[config.mk]
export PLATFORM = sky130hd
export DESIGN_NAME = fifo_push_arbiter
export DESIGN_NICKNAME = d
export VERILOG_FILES = /design/src/rtl/fifo_push_arbiter.sv
export SDC_FILE = /design/constraint.sdc
export NUM_CORES = 1
export LEC_CHECK = 0
export BUFFER_PORTS_ARGS = -buffer_cell sky130_fd_sc_hd__clkbuf_2
export CORE_MARGIN = 2
export CORE_UTILIZATION = 47
export DETAILED_ROUTE_END_ITERATION = 7
export GPL_TIMING_DRIVEN = 1
export PLACE_DENSITY = 0.8
export SETUP_SLACK_MARGIN = 0.05
export SLEW_MARGIN = 20
export SYNTH_ARGS = -nofsm -noshare
export SYNTH_HDL_FRONTEND = slang
export SYNTH_SLANG_ARGS = --single-unit
export TNS_END_PERCENT = 20
[constraint.sdc]
create_clock -name clk -period 2.8 [get_ports clk]
set_input_delay 0.28 -clock clk [delete_from_list [all_inputs] [get_ports clk]]
set_output_delay 0.28 -clock clk [all_outputs]
set_load 0.01 [all_outputs]
[src/rtl/fifo_push_arbiter.sv]
// Round-robin push arbiter in front of a single fifo, with a per-tenure burst lock.
// Optional FIFO_ARB_STALL_CNT_EN adds a saturating stall_cnt output.
module fifo_push_arbiter #(
    parameter int N_REQ = 4,
    parameter int WIDTH = 2,
    parameter int BURST = 1
) (
    input  logic                   clk,
    input  logic                   reset,
    input  logic [N_REQ-1:0]       req,
    input  logic [N_REQ*WIDTH-1:0] req_data,
    output logic [N_REQ-1:0]       grant,
    input  logic                   cons_pop,
    input  logic                   fifo_full,
    output logic                   fifo_push,
    output logic                   fifo_pop,
    output logic [WIDTH-1:0]       fifo_in
`ifdef FIFO_ARB_STALL_CNT_EN
    ,
    output logic [15:0]            stall_cnt
`endif
);

    localparam int PW = (N_REQ > 1) ? $clog2(N_REQ) : 1;

    logic [PW-1:0] ptr;
    logic [3:0]    cnt;
    logic [PW-1:0] win;
    logic          found;
    logic          can_push;
    logic          take;
    logic [4:0]    n;
    int            idx;

    assign can_push = !fifo_full || cons_pop;

    // Rotating search starting at ptr; first requester found wins.
    always_comb begin
        found = 1'b0;
        win   = '0;
        idx   = 0;
        for (int k = 0; k < N_REQ; k++) begin
            idx = int'(ptr) + k;
            if (idx >= N_REQ) idx = idx - N_REQ;
            if (!found && req[idx]) begin
                found = 1'b1;
                win   = PW'(idx);
            end
        end
    end

    // Outputs are held at zero for the whole time reset is asserted.
    assign take      = reset && found && can_push;
    assign grant     = take ? (N_REQ'(1) << win) : '0;
    assign fifo_push = take;
    assign fifo_pop  = reset && cons_pop;
    assign fifo_in   = take ? req_data[win*WIDTH +: WIDTH] : '0;

    // A new owner (win != ptr) starts its tenure at 1.
    assign n = ((win == ptr) ? {1'b0, cnt} : 5'd0) + 5'd1;

    always_ff @(posedge clk or negedge reset) begin
        if (!reset) begin
            ptr <= '0;
            cnt <= '0;
        end else if (take) begin
            if (n == 5'(BURST)) begin
                ptr <= (win == PW'(N_REQ - 1)) ? '0 : win + PW'(1);
                cnt <= '0;
            end else begin
                ptr <= win;
                cnt <= n[3:0];
            end
        end
    end

`ifdef FIFO_ARB_STALL_CNT_EN
    always_ff @(posedge clk or negedge reset) begin
        if (!reset)
            stall_cnt <= '0;
        else if (|req && !can_push && stall_cnt != 16'hFFFF)
            stall_cnt <= stall_cnt + 16'd1;
    end
`endif

endmodule

Yosys cells after proc, flatten, opt, wreduce, memory -nomap -nowiden
Index checks and enable logic that the tools add are counted.
{"block": "totals", "regBits": 6, "input_bits": 16, "output_inout_bits": 8, "word_cells": 65}
{"block": "op_classes", "add_sub_neg": 9, "order_cmp": 8, "n_eq_ne": 3, "shifts": 2, "n_mux": 30, "n_reduce_logical": 11}
{"operator": "< comparator 32 x 4 -> 1 bit, second input constant", "n": 4}
{"operator": "2-to-1 mux 32 bit", "n": 4}
{"operator": "2-to-1 mux 2 bit", "n": 7}
{"operator": "2-to-1 mux 1 bit", "n": 12}
{"operator": "2-to-1 mux 4 bit", "n": 3}
{"operator": "subtractor 3 x 3 -> 4 bit, second input constant", "n": 3}
{"operator": ">= comparator 3 bit, second input constant", "n": 3}
{"operator": "binary-select mux 1 bit (select 2 bit)", "n": 4}
{"operator": "indexed part select 8 x 4 -> 2 bit", "n": 1}
{"operator": "adder 2 x 2 -> 3 bit, second input constant", "n": 2}
{"operator": "logical AND 1 bit", "n": 6}
{"operator": "adder 4 x 1 -> 5 bit, second input constant", "n": 1}
{"operator": "== test 5 x 1 -> 1 bit, second input constant", "n": 1}
{"operator": "logical NOT 1 bit", "n": 4}
{"operator": "left shift 1 x 2 -> 4 bit, first input constant", "n": 1}
{"operator": "subtractor 2 x 3 -> 4 bit, second input constant", "n": 1}
{"operator": "adder 2 x 1 -> 3 bit, second input constant", "n": 1}
{"operator": ">= comparator 2 x 3 -> 1 bit, second input constant", "n": 1}
{"operator": "adder 2 x 1 -> 2 bit, second input constant", "n": 1}
{"operator": "== test 2 bit", "n": 1}
{"operator": "== test 2 bit, second input constant", "n": 1}
{"operator": "logical OR 1 bit", "n": 1}

Longest topological paths before layout
{"block": "logic_depth", "word_depth": 20, "ltp_mapped": 14, "mapped_depth_nobuf": 12}

Worst setup path after synthesis
OpenSTA, ideal clock, no wires.
{"block": "synth_path", "kind": "register to register", "start": "register ptr[1]", "end": "register ptr[1]", "setup_ns": 0.140, "arrival_ns": 2.433, "t_required_ns": 2.660, "setup_slack_ns": 0.227, "path_stages_with_launch": 15, "n_path_buf": 2, "synth_period_minus_slack_ns": 2.573, "cell_sequence": "dfrtp_1 > buf_6 > mux2_4 > a211o_1 > and2_1 > clkbuf_1 > nand2_1 > inv_1 > ha_1 > nand2_1 > a211oi_1 > and3_4 > o21ai_2 > mux2i_1 > a21oi_1"}
{"block": "synth_via", "elab_chain_len": 20, "elab_cells_between_ends": 51, "cone_classes": "add/sub: 9; order compare: 4; eq/ne: 3; mux: 27; reduce/logical: 8"}
{"element": "from (decl)", "line_no": "26", "text": "logic [PW-1:0] ptr;"}
{"element": "from (signal assigned)", "line_no": "68", "text": "ptr <= (win == PW'(N_REQ - 1)) ? '0 : win + PW'(1);"}
{"element": "from (signal assigned)", "line_no": "71", "text": "ptr <= win;"}
{"element": "parallel branches: the longest is 20 deep, another holds subtractor 3 x 3 -> 4 bit"}
Parallel ways; which one is timed is not known. The select of a mux whose other input is x is not followed.
A chain may end at the register's enable or synchronous reset.

Worst setup path in the final report
Ends and elaborated chain as after synthesis.

==> results.cfg <==
[route]
wirelength_um = 1330
viasPerCell = 5.07
wl_per_cell_um = 11.1
antenna_left = 0
remaining_drc_errors = 0
drtPass1Iterations = 4
vias = 608
drt-initial-drc-count = 8

[layout]
antenna_cells = 0
final_layout_size_suffix_gt1_frac = 0.352
mostFrequentLayoutCell = clkbuf_2
area_delta_synth_final_pct = 26.5
final_cell_mix = clkbuf_2 (23), nor2_1 (7), inv_1 (7)
nNetsFinal = 129

[logic_synthesis]
synth_area_um2 = 652
async_flop_share = 1.00
synth_seq_cells = 6
synth_nets = 101
synth_edf_count = 0
yosysSeqAreaShare = 0.230
synth-main-ff-cell = dfrtp_1
syn_avg_cell_area_um2 = 8.25
ys_warn_count = 0
syn_inst = 79
synth_cell_types = 30

[floorplanning]
die-area_um2 = 1700
die_w_um = 41.2
initial_utilization = 0.501
die_h_um = 41.2
num_rows = 13
io_pins = 24
core_um2 = 1300

[pwr]
p_leak_uw = 0.000444
clkPwrFrac = 0.125
power_frac_comb = 0.617
p_sw_uw = 272
ir_worst_vdd_mv = 0.438
internal_power_uw = 351
p_per_area_nw_per_um2 = 755
power_frac_seq = 0.258
swShare = 0.436

[setup_path]
worst_setup_path_end_kind = flop
crit_type = reg -> reg
crit_path_top_delay_cell = dfrtp_2
worstPathArrival_ns = 2.73
path_buf_inv = 1
cp-start-kind = flop
crit_top_cell = nand2_1
cpPeakStageDelay_ns = 0.44
crit_chain = mux2_4 > a211o_1 > and2_2 > nand2_1 > inv_1 > ha_1 > nand2_1 > a211oi_1 > and3_4 > o21ai_4 > mux2i_1 > a21oi_1
crit_family = simple AND/OR/NAND/NOR gates
worstPathRequired_ns = 2.92
crit_fanout = 8

[timing]
layout_min_cycle_time_ns = 2.61
fin_skew_ns = 0.00175
fmax_ghz = 0.384
setup_tns_ns = 0
setup_viol = 0
rsz0062_at_grt = false
final_max_slew_viol_count = 0
hold_viol_final = 0
final.setup.worst_slack_ns = 0.193
worstMarginPinSlew_ns = 0.527
max_slew_margin = 0.649
layout_worst_path_cycle_share = 0.931

[clock_network]
clkTransAtPathRegs_ns = 0.05
cts_tree = yes
cts_max_level = 1
cts.path.max_buffers = 2
cts_sinks = 6
root_buffer = clkbuf_4
clk_latency_ns = 0.24
numCtsBuffers = 3

[place]
portBuffers = 23
hpwl_um = 1100
pre_cts_ws_ns = 0.142
place.gp.congestion = 0.840

[global_route]
grt_overflow = 0
track_usage = 0.182
antenna_found_initial = 0
grt_first_pass_wirelength_um = 1990
grt_pass1_vias = 505
grt_max_degree = 12

[flow_run]
maxCapViolations = 0

[outcome]
status = finished, final reports clean

[worst_hold_path]
holdCritPathClass = in -> async
final timing paths:
path	startpoint	endpoint	slack [ns]	cells after the start
max reg2reg	ptr[1]	ptr[1]	0.19	12
min reg2reg	cnt[1]	cnt[1]	0.57	1
min	reset	cnt[3]	0.42	2
max in group asynchronous	reset	ptr[1]	2.19	2
min in group clk	cnt[1]	cnt[1]	0.57	1
max	ptr[1]	ptr[1]	0.19	12
through the flow:
step | instance area [um2] | utilization | power, uW | hold slack, ns | instances
after CTS | 815 | 0.626 | 612 | 0.408 | 120
final | 825 | 0.634 | 623 | 0.420 | 120
after floorplan | 652 | - | 452 | -0.0156 | 79
after global placement | 782 | 0.601 | 513 | 0.125 | 116
after detailed placement | 782 | 0.601 | 529 | 0.126 | 116
after global routing | 825 | 0.634 | 691 | 0.443 | 120
registers in the layout (all words and copies together) (netlist names):
register  cells
cnt           4
ptr           2
worst reg2reg max path: cells and delay by family (launching register included):
kind                     cells  cell delay (ns)
AND/OR/NAND/NOR              4             0.63
AO/OA/AOI/OAI                4             0.61
multiplexers                 2             0.52
flip-flops                   1             0.44
adder cells (fa/ha/maj)      1             0.24
buffers and inverters        1             0.05
power groups by stage:
stage	logic (uW)	registers, uW	clock network [uW]
floorplan	311	141	0
global placement	354	159	0
detailed placement	369	160	0
CTS	372	159	81.6
global route	439	167	85.3
finish	384	161	77.9
cells by family (layout without fill, tap and decap cells):
| logic type | after synthesis | count (layout) | synth area share |
|---|---|---|---|
| adders and majority gates | 6 | 6 | 0.115 |
| xor gates and xnor gates | 1 | 1 | 0.0134 |
| AOI/OAI and AO/OA | 23 | 23 | 0.253 |
| buffers and inverters | 10 | 36 | 0.0691 |
| and+or+nand+nor | 26 | 26 | 0.202 |
| muxes | 7 | 7 | 0.117 |
| DFF | 6 | 6 | 0.230 |
cells in the mapped netlist, types with 2 or more instances:
cell type | instances | area share
a21oi_1 | 6 | 0.046
and2_1 | 6 | 0.058
clkbuf_1 | 2 | 0.012
dfrtp_1 | 6 | 0.23
ha_1 | 6 | 0.12
inv_1 | 7 | 0.040
mux2i_1 | 5 | 0.077
nand2_1 | 6 | 0.035
nand3_1 | 3 | 0.023
nor2_1 | 7 | 0.040
o21ai_0 | 5 | 0.038
o22ai_1 | 2 | 0.019
cell type report:
cell class / count / area, um2
flip-flops and latches: 6 / 151
inverters: 7 / 26.3
fillers: 120 / 477
clock buffers: 3 / 22.5
well taps: 15 / 18.8
multi-input cells: 63 / 465
repair buffers: 26 / 140
metal layers:
layer,GRT usage,vias up,share of wire
li1,-,331,-
met1,0.238,267,0.47
met2,0.293,8,0.49
met3,0.0163,2,0.031
met4,0.0968,0,0.0067
met5,0,-,0
timing repair:
action                                  in CTS  in global routing
endpoints found under the setup margin       0                  2
resized for setup                            0                  4
endpoints found under the hold margin        6                  0
hold buffers                                 1                  0
buffers inserted                             0                  0
(Power assumes the default switching activity.)
